<file path="src/rtl/score_pkg.sv">
`default_nettype none
// ============================================================================
// Module      : score_pkg
// Description : Shared constants, the BCD digit type and a popcount helper
//               used by the score keeper and its seven-segment decoder.
// Revision    : 1.0 - initial release
// ============================================================================
package score_pkg;

    localparam int MAX_CH = 9;

    localparam logic [7:0] SEG_BLANK = 8'hFF;

    // Active-low {dp,g,f,e,d,c,b,a}; entry 0 is the rightmost element.
    localparam logic [15:0][7:0] c_seg_lut = {
        8'hFF, 8'hFF, 8'hFF, 8'hFF, 8'hFF, 8'hFF,
        8'h90, 8'h80, 8'hF8, 8'h82, 8'h92, 8'h99,
        8'hB0, 8'hA4, 8'hF9, 8'hC0
    };

    typedef logic [3:0] bcd_digit_t;

    function automatic logic [3:0] popcount(input logic [MAX_CH-1:0] v);
        logic [3:0] n;
        n = 4'd0;
        for (int i = 0; i < MAX_CH; i++) begin
            n = n + {3'd0, v[i]};
        end
        return n;
    endfunction

endpackage
`default_nettype wire

</file>
<file path="src/rtl/seven_seg_decode.sv">
`default_nettype none
// ============================================================================
// Module      : seven_seg_decode
// Description : Combinational BCD nibble to active-low segment decoder with a
//               forced-blank input; decimal point is always off.
// Revision    : 1.0 - initial release
// ============================================================================
module seven_seg_decode
    import score_pkg::*;
(
    input  logic [3:0] nibble,
    input  logic       blank,
    output logic [7:0] seg
);

    assign seg = blank ? SEG_BLANK : c_seg_lut[nibble];

endmodule
`default_nettype wire

</file>
<file path="src/rtl/score_seg_mux.sv">
`default_nettype none
// ============================================================================
// Module      : score_seg_mux
// Description : Rising-edge event counter into a saturating BCD score, with a
//               time-multiplexed common-anode seven-segment display driver.
//               Optional leading-zero blanking: define SCORE_LZ_BLANK_EN.
// Revision    : 1.0 - initial release
// ============================================================================
module score_seg_mux
    import score_pkg::*;
#(
    parameter int NUM_CH      = 2,
    parameter int DIGITS      = 4,
    parameter int REFRESH_DIV = 50000
) (
    input  logic                clk,
    input  logic                reset,
    input  logic [NUM_CH-1:0]   evt,
    input  logic                clr,
    output logic [4*DIGITS-1:0] score_bcd,
    output logic                sat,
    output logic [7:0]          seg,
    output logic [DIGITS-1:0]   an
);

    localparam int CNT_W = (REFRESH_DIV > 1) ? $clog2(REFRESH_DIV) : 1;
    localparam int IDX_W = (DIGITS > 1) ? $clog2(DIGITS) : 1;

    logic [NUM_CH-1:0]   r_evt_q;
    logic [4*DIGITS-1:0] r_score;
    logic                r_sat;
    logic [CNT_W-1:0]    r_cnt;
    logic [IDX_W-1:0]    r_idx;
    logic [7:0]          r_seg;
    logic [DIGITS-1:0]   r_an;

    logic [NUM_CH-1:0]   w_rise;
    logic [3:0]          w_inc;
    logic [4*DIGITS-1:0] w_sum;
    logic                w_ovf;
    bcd_digit_t          w_nibble;
    logic                w_blank;
    logic [7:0]          w_seg_dec;

    assign w_rise = evt & ~r_evt_q;
    assign w_inc  = popcount(MAX_CH'(w_rise));

    // Ripple BCD add; digit 0 can absorb up to 9+9, higher digits carry 0/1.
    always_comb begin : p_bcd_add
        logic [4:0] carry;
        logic [4:0] tmp;
        carry = {1'b0, w_inc};
        tmp   = 5'd0;
        w_sum = '0;
        for (int i = 0; i < DIGITS; i++) begin
            tmp = {1'b0, r_score[4*i +: 4]} + carry;
            if (tmp > 5'd9) begin
                w_sum[4*i +: 4] = 4'(tmp - 5'd10);
                carry           = 5'd1;
            end else begin
                w_sum[4*i +: 4] = tmp[3:0];
                carry           = 5'd0;
            end
        end
        w_ovf = (carry != 5'd0);
    end

    assign w_nibble = r_score[r_idx*4 +: 4];

`ifdef SCORE_LZ_BLANK_EN
    logic [DIGITS-1:0] w_upper_zero;

    // w_upper_zero[i]: digit i and every digit above it are zero.
    for (genvar i = 0; i < DIGITS; i++) begin : g_lz
        if (i == DIGITS - 1) begin : g_top
            assign w_upper_zero[i] = (r_score[4*i +: 4] == 4'd0);
        end else begin : g_mid
            assign w_upper_zero[i] = (r_score[4*i +: 4] == 4'd0) && w_upper_zero[i+1];
        end
    end

    assign w_blank = (r_idx != '0) && w_upper_zero[r_idx];
`else
    assign w_blank = 1'b0;
`endif

    seven_seg_decode u_dec (
        .nibble (w_nibble),
        .blank  (w_blank),
        .seg    (w_seg_dec)
    );

    always_ff @(posedge clk) begin
        if (reset) begin
            r_evt_q <= '0;
            r_score <= '0;
            r_sat   <= 1'b0;
            r_cnt   <= '0;
            r_idx   <= '0;
            r_seg   <= SEG_BLANK;
            r_an    <= '1;
        end else begin
            r_evt_q <= evt;

            if (clr) begin
                r_score <= '0;
                r_sat   <= 1'b0;
            end else if (!r_sat && (w_inc != 4'd0)) begin
                if (w_ovf) begin
                    r_score <= {DIGITS{4'h9}};
                    r_sat   <= 1'b1;
                end else begin
                    r_score <= w_sum;
                end
            end

            if (r_cnt == CNT_W'(REFRESH_DIV - 1)) begin
                r_cnt <= '0;
                r_idx <= (r_idx == IDX_W'(DIGITS - 1)) ? '0 : r_idx + 1'b1;
            end else begin
                r_cnt <= r_cnt + 1'b1;
            end

            r_seg <= w_seg_dec;
            r_an  <= ~(DIGITS'(1) << r_idx);
        end
    end

    assign score_bcd = r_score;
    assign sat       = r_sat;
    assign seg       = r_seg;
    assign an        = r_an;

endmodule
`default_nettype wire

</file>
<file path="config.mk">
export PLATFORM = sky130hd
export DESIGN_NAME = score_seg_mux
export DESIGN_NICKNAME = d
export VERILOG_FILES = /design/src/rtl/score_pkg.sv /design/src/rtl/seven_seg_decode.sv /design/src/rtl/score_seg_mux.sv
export SDC_FILE = /design/constraint.sdc
export NUM_CORES = 1
export LEC_CHECK = 0
export ABC_CLOCK_PERIOD_IN_PS = 8700
export CAP_MARGIN = 20
export CORE_MARGIN = 1
export CORE_UTILIZATION = 30
export DETAILED_ROUTE_END_ITERATION = 10
export HOLD_SLACK_MARGIN = 0.15
export PLACE_DENSITY = 0.54
export SYNTH_ARGS = -nofsm -noshare
export SYNTH_HDL_FRONTEND = slang
export SYNTH_HIERARCHICAL = 1
export SYNTH_SLANG_ARGS = --single-unit
</file>
<file path="constraint.sdc">
create_clock -name clk -period 8.7 [get_ports clk]
set_input_delay 1.74 -clock clk [delete_from_list [all_inputs] [get_ports clk]]
set_output_delay 1.74 -clock clk [all_outputs]
set_load 0.01 [all_outputs]
</file>
==> qor.txt, run 1 <==
status -> complete, no violations
simple-gate share of the synthesized area -> 25.6%
FP Rows -> 36
Final HPWL DP -> 4720 microns
Setup violations, final -> 0
worst ir drop on vdd -> 0.0525 mV
vias in the first global route -> 2209
Max Root-Sink Buffers -> 2
Pint -> 0.336 mW
via count -> 2450
Mapped Cells -> 358
ANT nets after route -> 0
crit end category -> register
FFs w/ async S/R, synth -> 0%
TNS Setup -> 0 ns
drt initial violations -> 103
CTS tree -> built
synth unique cells -> 57
DRC Markers -> 0
Clock power frac -> 37.8%
Num CTS Buffers -> 5
Clk Latency, worst-skew pair -> 0.31 ns
RSZ-0062 raised after global routing -> false
fin cells -> 517
endpoints failing hold -> 0
WP data arrival -> 7.76 ns
post-CTS setup buffer count -> 0
hold_sp -> r_cnt[0]$_SDFF_PP0_
switching pwr -> 0.107 mW
Die W -> 102 microns
Area growth syn-to-layout -> 17.0%
Overflow after GRT -> 0
most frequent cells in the layout -> 49 x dfxtp_1, 43 x nor2_1, 33 x clkdlybuf4s50_1
largest family of logic cells by synthesized area -> simple AND/OR/NAND/NOR gates
Placed Cells -> 509
io pins -> 34
ant diodes -> 0
PortBufs -> 33
Initial DRT Pass Iterations -> 4
start of the worst register-to-register path -> r_evt_q[1]$_SDFF_PP0_
Seq/Total Area, Yosys -> 32.5%
Die Area -> 0.0105 sq mm
Final period util -> 86.3%
EDFF count, synth -> 0
proportion of layout cells with a drive suffix above 1 -> 9.38%
Global Route Usage Sum -> 13.0%
hold crit path type -> reg -> reg
worst reg-to-reg path cell count -> 26
combinational cell fraction of total power -> 9.7%
dpl ws -> 0.939 ns
Net Sw Frac -> 24.2%
CP startpoint kind -> primary input
most common cell after layout, fill and taps aside -> dfxtp_1
Worst Setup EP -> score_bcd[2]$_SDFFE_PP0P_
reg-to-reg endpoint -> score_bcd[2]$_SDFFE_PP0P_
Synth Area in Compound Gates -> 15.4%
clock sinks -> 49
measured slew at the worst slew-check pin -> 0.726 ns
crit-path max FO -> 13
min setup slack post-route -> 1.19 ns
Syn. warnings -> 6
Leakage Power -> 1.25 nW
GP Congestion -> 0.849
vias per inst -> 4.74
Post-Syn Area -> 0.00302 sq mm
first-pass GRT wire length -> 10600 microns
nets -> 412
initial antenna violation count -> 0
final WL -> 6380 microns
slack of the worst reg-to-reg path -> 2.77 ns
count of state elements after synthesis -> 49
ys flop type -> dfxtp_1
CP Class -> in -> reg
Power per Cell Area -> 125 mW/mm^2
min cycle time layout -> 7.51 ns
worst path required time -> 8.95 ns
Rel. slew slack -> 51.4%
CP startpoint -> evt[0]
PostCTS Resize Cnt -> 0
Avg Cell Area, Syn -> 8.43 sq um
Synth Area in Adders -> 10.2%
Routed wire per std cell -> 12.3 microns
post-synthesis mux area share -> 3.69%
Max Fclk -> 0.133 GHz
Die H -> 102 microns
max_cap viols -> 0
Seq pwr share -> 52.5%
clock root buffer master -> clkbuf_8
Core ar. -> 0.00977 sq mm
clock-pin slew on the worst setup and hold paths -> 0.09 ns
Fin Clk Skew -> 0.00899 ns
Starting Density -> 30.9%
H-tree levels -> 2
largest net degree at the start of global routing -> 21
Hold Buf Count CTS -> 0
fin. max-slew vios -> 0
xor/xnor cell area share of the yosys netlist -> 6.09%
## final cells by class
cell class	count	area, sq um
multi-input cells	276	1870
well taps	133	166
fillers	1012	6240
repair buffers	34	338
clock inverters	3	46.3
flip-flops and latches	49	981
inverters	17	63.8
clock buffers	5	68.8
## per-layer routing
layer	up-vias	routed length [microns]	track usage [%]
li1	1282	-	-
met1	1085	3200	17.6
met2	69	2800	20.5
met3	14	256	2.12
met4	0	122	5.27
met5	-	0	0
## worst min-delay path by stage
stage / cells after the start / end
floorplan: 1 / r_cnt[0]$_SDFF_PP0_
global placement: 1 / r_cnt[0]$_SDFF_PP0_
detailed placement: 1 / r_cnt[0]$_SDFF_PP0_
CTS: 1 / r_cnt[0]$_SDFF_PP0_
global route: 1 / r_cnt[0]$_SDFF_PP0_
finish: 1 / r_cnt[0]$_SDFF_PP0_
## flip-flops by register name (all words and copies together), names as in the netlist
signal,count
sat,1
score_bcd,16
r_idx,2
r_evt_q,2
seg,8
r_cnt,16
an,4
## logic make-up (layout without fill, tap and decap cells)
kind of cell,after synthesis,after routing
adders and majority gates,24,24
and+or+nand+nor,144,144
buffers and inverters,39,59
DFF,49,49
other,2,8
muxes,6,6
AOI/OAI and AO/OA,73,73
xor gates and xnor gates,21,21
## worst max-delay path, cell delays in order
cell and delay [ns]:
clkdlybuf4s50_1 0.46, nor2b_1 0.18, ha_1 0.26, ha_1 0.21, inv_1 0.07, fa_1 0.52
nor2b_1 0.20, o21ai_0 0.14, nor3b_1 0.21, ha_1 0.24, ha_1 0.37, or2_1 0.19
a21oi_1 0.07, nor3_1 0.21, ha_1 0.22, ha_1 0.36, or2_1 0.20, a21oi_1 0.07
nor3_1 0.23, ha_1 0.28, ha_1 0.27, o21a_1 0.17, o221a_2 0.36, nor4b_1 0.32
a32o_1 0.20
## per-stage QoR
stage	instance area (sq um)	hold WS [ns]	power (mW)	utilization, %
after floorplan	3040	0.412	0.266	-
after global placement	3420	0.426	0.280	35.0
after detailed placement	3420	0.434	0.281	35.0
after CTS	3530	0.474	0.450	36.1
after global routing	3530	0.494	0.465	36.1
final	3530	0.468	0.443	36.1
## power groups by stage
stage,clock network [mW],logic [mW],registers (mW)
after floorplan,0,0.0275,0.238
after global placement,0,0.0427,0.238
after detailed placement,0,0.0430,0.238
after CTS,0.174,0.0432,0.232
after global routing,0.183,0.0485,0.233
final,0.167,0.0428,0.232
## synthesized netlist by cell type (all sizes together) (3+ instances only)
cell    instances  area (sq um)
clkbuf         12          45.0
nor4b           3          26.3
nand2b         10          70.1
a21oi          25           129
o21ai          18          90.1
mux4            4          90.1
nor2b           6          37.5
or2            12          75.1
nor3           24           130
a211oi          3          22.5
xor2            9          78.8
dfxtp          49           981
ha             23           288
inv            17          63.8
a311oi          3          26.3
o21bai          3          22.5
nand3           9          55.1
nor2           43           161
nand2          18          67.6
and3            3          20.0
a32o            3          30.0
nand4           3          18.8
o21a            3          22.5
buf            10          82.6
a22o            3          26.3
xnor2          12           105
(Power assumes the default switching activity.)
==> inputs of run 2 (changes only) <==
- GPL_TIMING_DRIVEN: default -> 0
- HOLD_SLACK_MARGIN: 0.15 -> 0.06
==> run 2 against run 1 <==
- critical endpoint is now score_bcd[1]$_SDFFE_PP0P_
- register-to-register slack lost 0.38 ns
- power rose by 0.92%
- largest cell class unchanged
- wire length increased by 7.0%
- count of clock-buffer cells in the layout rose by 1
- sequential power is essentially flat
==> qor.txt, run 2 (same netlist as run 1, synthesis figures left out) <==
status -> complete, no violations
worst ir drop on vdd -> 0.0686 mV (+31%)
Fin Clk Skew -> 0.00818 ns (-0.000814 ns)
PortBufs -> 33 (unchanged)
WP data arrival -> 8.10 ns (+0.34 ns)
RSZ-0062 raised after global routing -> false
vias per inst -> 4.78 (+0.92%)
slack of the worst reg-to-reg path -> 2.39 ns (-0.38 ns)
Routed wire per std cell -> 12.7 microns (+2.8%)
Overflow after GRT -> 0 (unchanged)
Die Area -> 0.0105 sq mm (unchanged)
delay-heaviest family, CP -> adder cells
Placed Area -> 0.00354 sq mm (+3.5%)
worst path required time -> 8.95 ns (about the same)
post-route cell area -> 0.00366 sq mm (+3.5%)
CTS tree -> built
via count -> 2573 (+5.0%)
Rel. slew slack -> 62.2% (+11 points)
worst hold slack -> 0.440 ns (-0.0283 ns)
largest net degree at the start of global routing -> 16 (-24%)
proportion of layout cells with a drive suffix above 1 -> 11.1% (+1.7 points)
CP bufs+invs -> 5 (+3)
hold_sp -> r_cnt[0]$_SDFF_PP0_
initial antenna violation count -> 0 (unchanged)
Final HPWL DP -> 5160 microns (+9.3%)
met2 Track Usage GR -> 23.7% (+3.1 points)
fin cells -> 538 (+4.1%)
vias in the first global route -> 2424 (+9.7%)
Starting Density -> 30.9% (unchanged)
TNS Setup -> 0 ns (unchanged)
min setup slack post-route -> 0.843 ns (-0.352 ns)
measured slew at the worst slew-check pin -> 0.565 ns (-0.161 ns)
Hold Buf Count CTS -> 0 (unchanged)
Initial DRT Pass Iterations -> 4 (unchanged)
FILL cells -> 1051 (+3.9%)
Max Fclk -> 0.127 GHz (-4.5%)
Multi-input gate area -> 0.00187 sq mm (unchanged)
hold crit path type -> reg -> reg
Leakage Power -> 1.32 nW (+5.5%)
Area growth syn-to-layout -> 21.2%
met3 GRT Util -> 1.85% (-0.27 points)
Pint -> 0.344 mW (+2.6%)
switching pwr -> 0.103 mW (-4.2%)
crit end category -> register
Die W -> 102 microns (unchanged)
Max Root-Sink Buffers -> 2 (unchanged)
max_cap viols -> 0 (unchanged)
ant diodes -> 0 (unchanged)
CP startpoint kind -> primary input
Clock power frac -> 38.1% (+0.3 points)
nets -> 433 (+5.1%)
Clk Latency, worst-skew pair -> 0.29 ns (-0.02 ns)
first-pass GRT wire length -> 11500 microns (+8.8%)
Final period util -> 90.3% (+4.0 points)
most frequent cells in the layout -> 49 x dfxtp_1, 43 x nor2_1, 33 x clkdlybuf4s50_1
FP Rows -> 36 (unchanged)
Power per Cell Area -> 122 mW/mm^2 (-2.5%)
start of the worst register-to-register path -> r_evt_q[1]$_SDFF_PP0_
worst reg-to-reg path cell count -> 29 (+12%)
final WL -> 6820 microns (+7.0%)
Net Sw Frac -> 23.0% (-1.2 points)
Sequential cell area -> 981 sq um (unchanged)
clock root buffer master -> clkbuf_8
Worst Hold End -> r_cnt[0]$_SDFF_PP0_
endpoints failing hold -> 0 (unchanged)
ANT nets after route -> 0 (unchanged)
Crit path largest cell delay -> 0.47 ns (-0.05 ns)
crit-path max FO -> 10 (-3)
fin. max-slew vios -> 0 (unchanged)
min cycle time layout -> 7.86 ns (+0.352 ns)
combinational cell fraction of total power -> 10.0% (+0.3 points)
GP Congestion -> 0.860 (+1.3%)
Hold Path Stages -> 1 (unchanged)
clock sinks -> 49 (unchanged)
most used routing layer -> met2
Seq pwr share -> 52.0% (-0.5 points)
Core ar. -> 0.00977 sq mm (unchanged)
PostCTS Resize Cnt -> 0 (unchanged)
post-CTS setup buffer count -> 0 (unchanged)
met1 usage -> 18.5% (+0.87 points)
DRC Markers -> 0 (unchanged)
Placed Cells -> 530 (+4.1%)
io pins -> 34 (unchanged)
drt initial violations -> 101 (-1.9%)
CP Class -> in -> reg
clock-pin slew on the worst setup and hold paths -> 0.09 ns (about the same)
final core utilization -> 37.4% (+1.3 points)
CP most frequent cell -> ha_1
dpl ws -> 0.482 ns (-0.457 ns)
PnR Total Power -> 0.447 mW (+0.92%)
most common cell after layout, fill and taps aside -> dfxtp_1
Crit-path slowest cell -> clkdlybuf4s50_1
Global Route Usage Sum -> 13.9% (+0.88 points)
Die H -> 102 microns (unchanged)
Setup violations, final -> 0 (unchanged)
H-tree levels -> 2 (unchanged)
reg-to-reg endpoint -> score_bcd[1]$_SDFFE_PP0P_
Num CTS Buffers -> 5 (unchanged)
==> run 2: worst max-delay path by stage <==
stage                      start                        end  cells after the start
after global routing      evt[0]  score_bcd[9]$_SDFFE_PP0P_                     28
after global placement    evt[0]  score_bcd[1]$_SDFFE_PP0P_                     28
after floorplan           evt[0]  score_bcd[1]$_SDFFE_PP0P_                     28
final                     evt[0]  score_bcd[1]$_SDFFE_PP0P_                     28
after detailed placement  evt[0]  score_bcd[1]$_SDFFE_PP0P_                     28
after CTS                 evt[0]  score_bcd[1]$_SDFFE_PP0P_                     28
==> run 2: per-layer routing <==
| metal | share of wire (%) | vias to the layer above |
|---|---|---|
| met1 | 49 | 1197 |
| met5 | 0 | - |
| met3 | 3.2 | 4 |
| li1 | - | 1323 |
| met4 | 0.76 | 0 |
| met2 | 47 | 49 |
==> run 2: power groups by stage <==
stage / registers [mW] / logic [mW] / clock network (mW)
finish: 0.232 / 0.0445 / 0.170
global route: 0.233 / 0.0506 / 0.183
CTS: 0.232 / 0.0450 / 0.175
detailed placement: 0.238 / 0.0450 / 0
global placement: 0.237 / 0.0444 / 0
floorplan: 0.238 / 0.0275 / 0
==> run 2: layout make-up <==
type,count,share of cell area [%]
timing repair buffer,33,9.03
buffer,22,3.49
multi-input combinational,276,51.1
clock buffer,6,2.26
tap,133,4.55
sequential,49,26.8
inverter,17,1.74
clock inverter,2,1.03
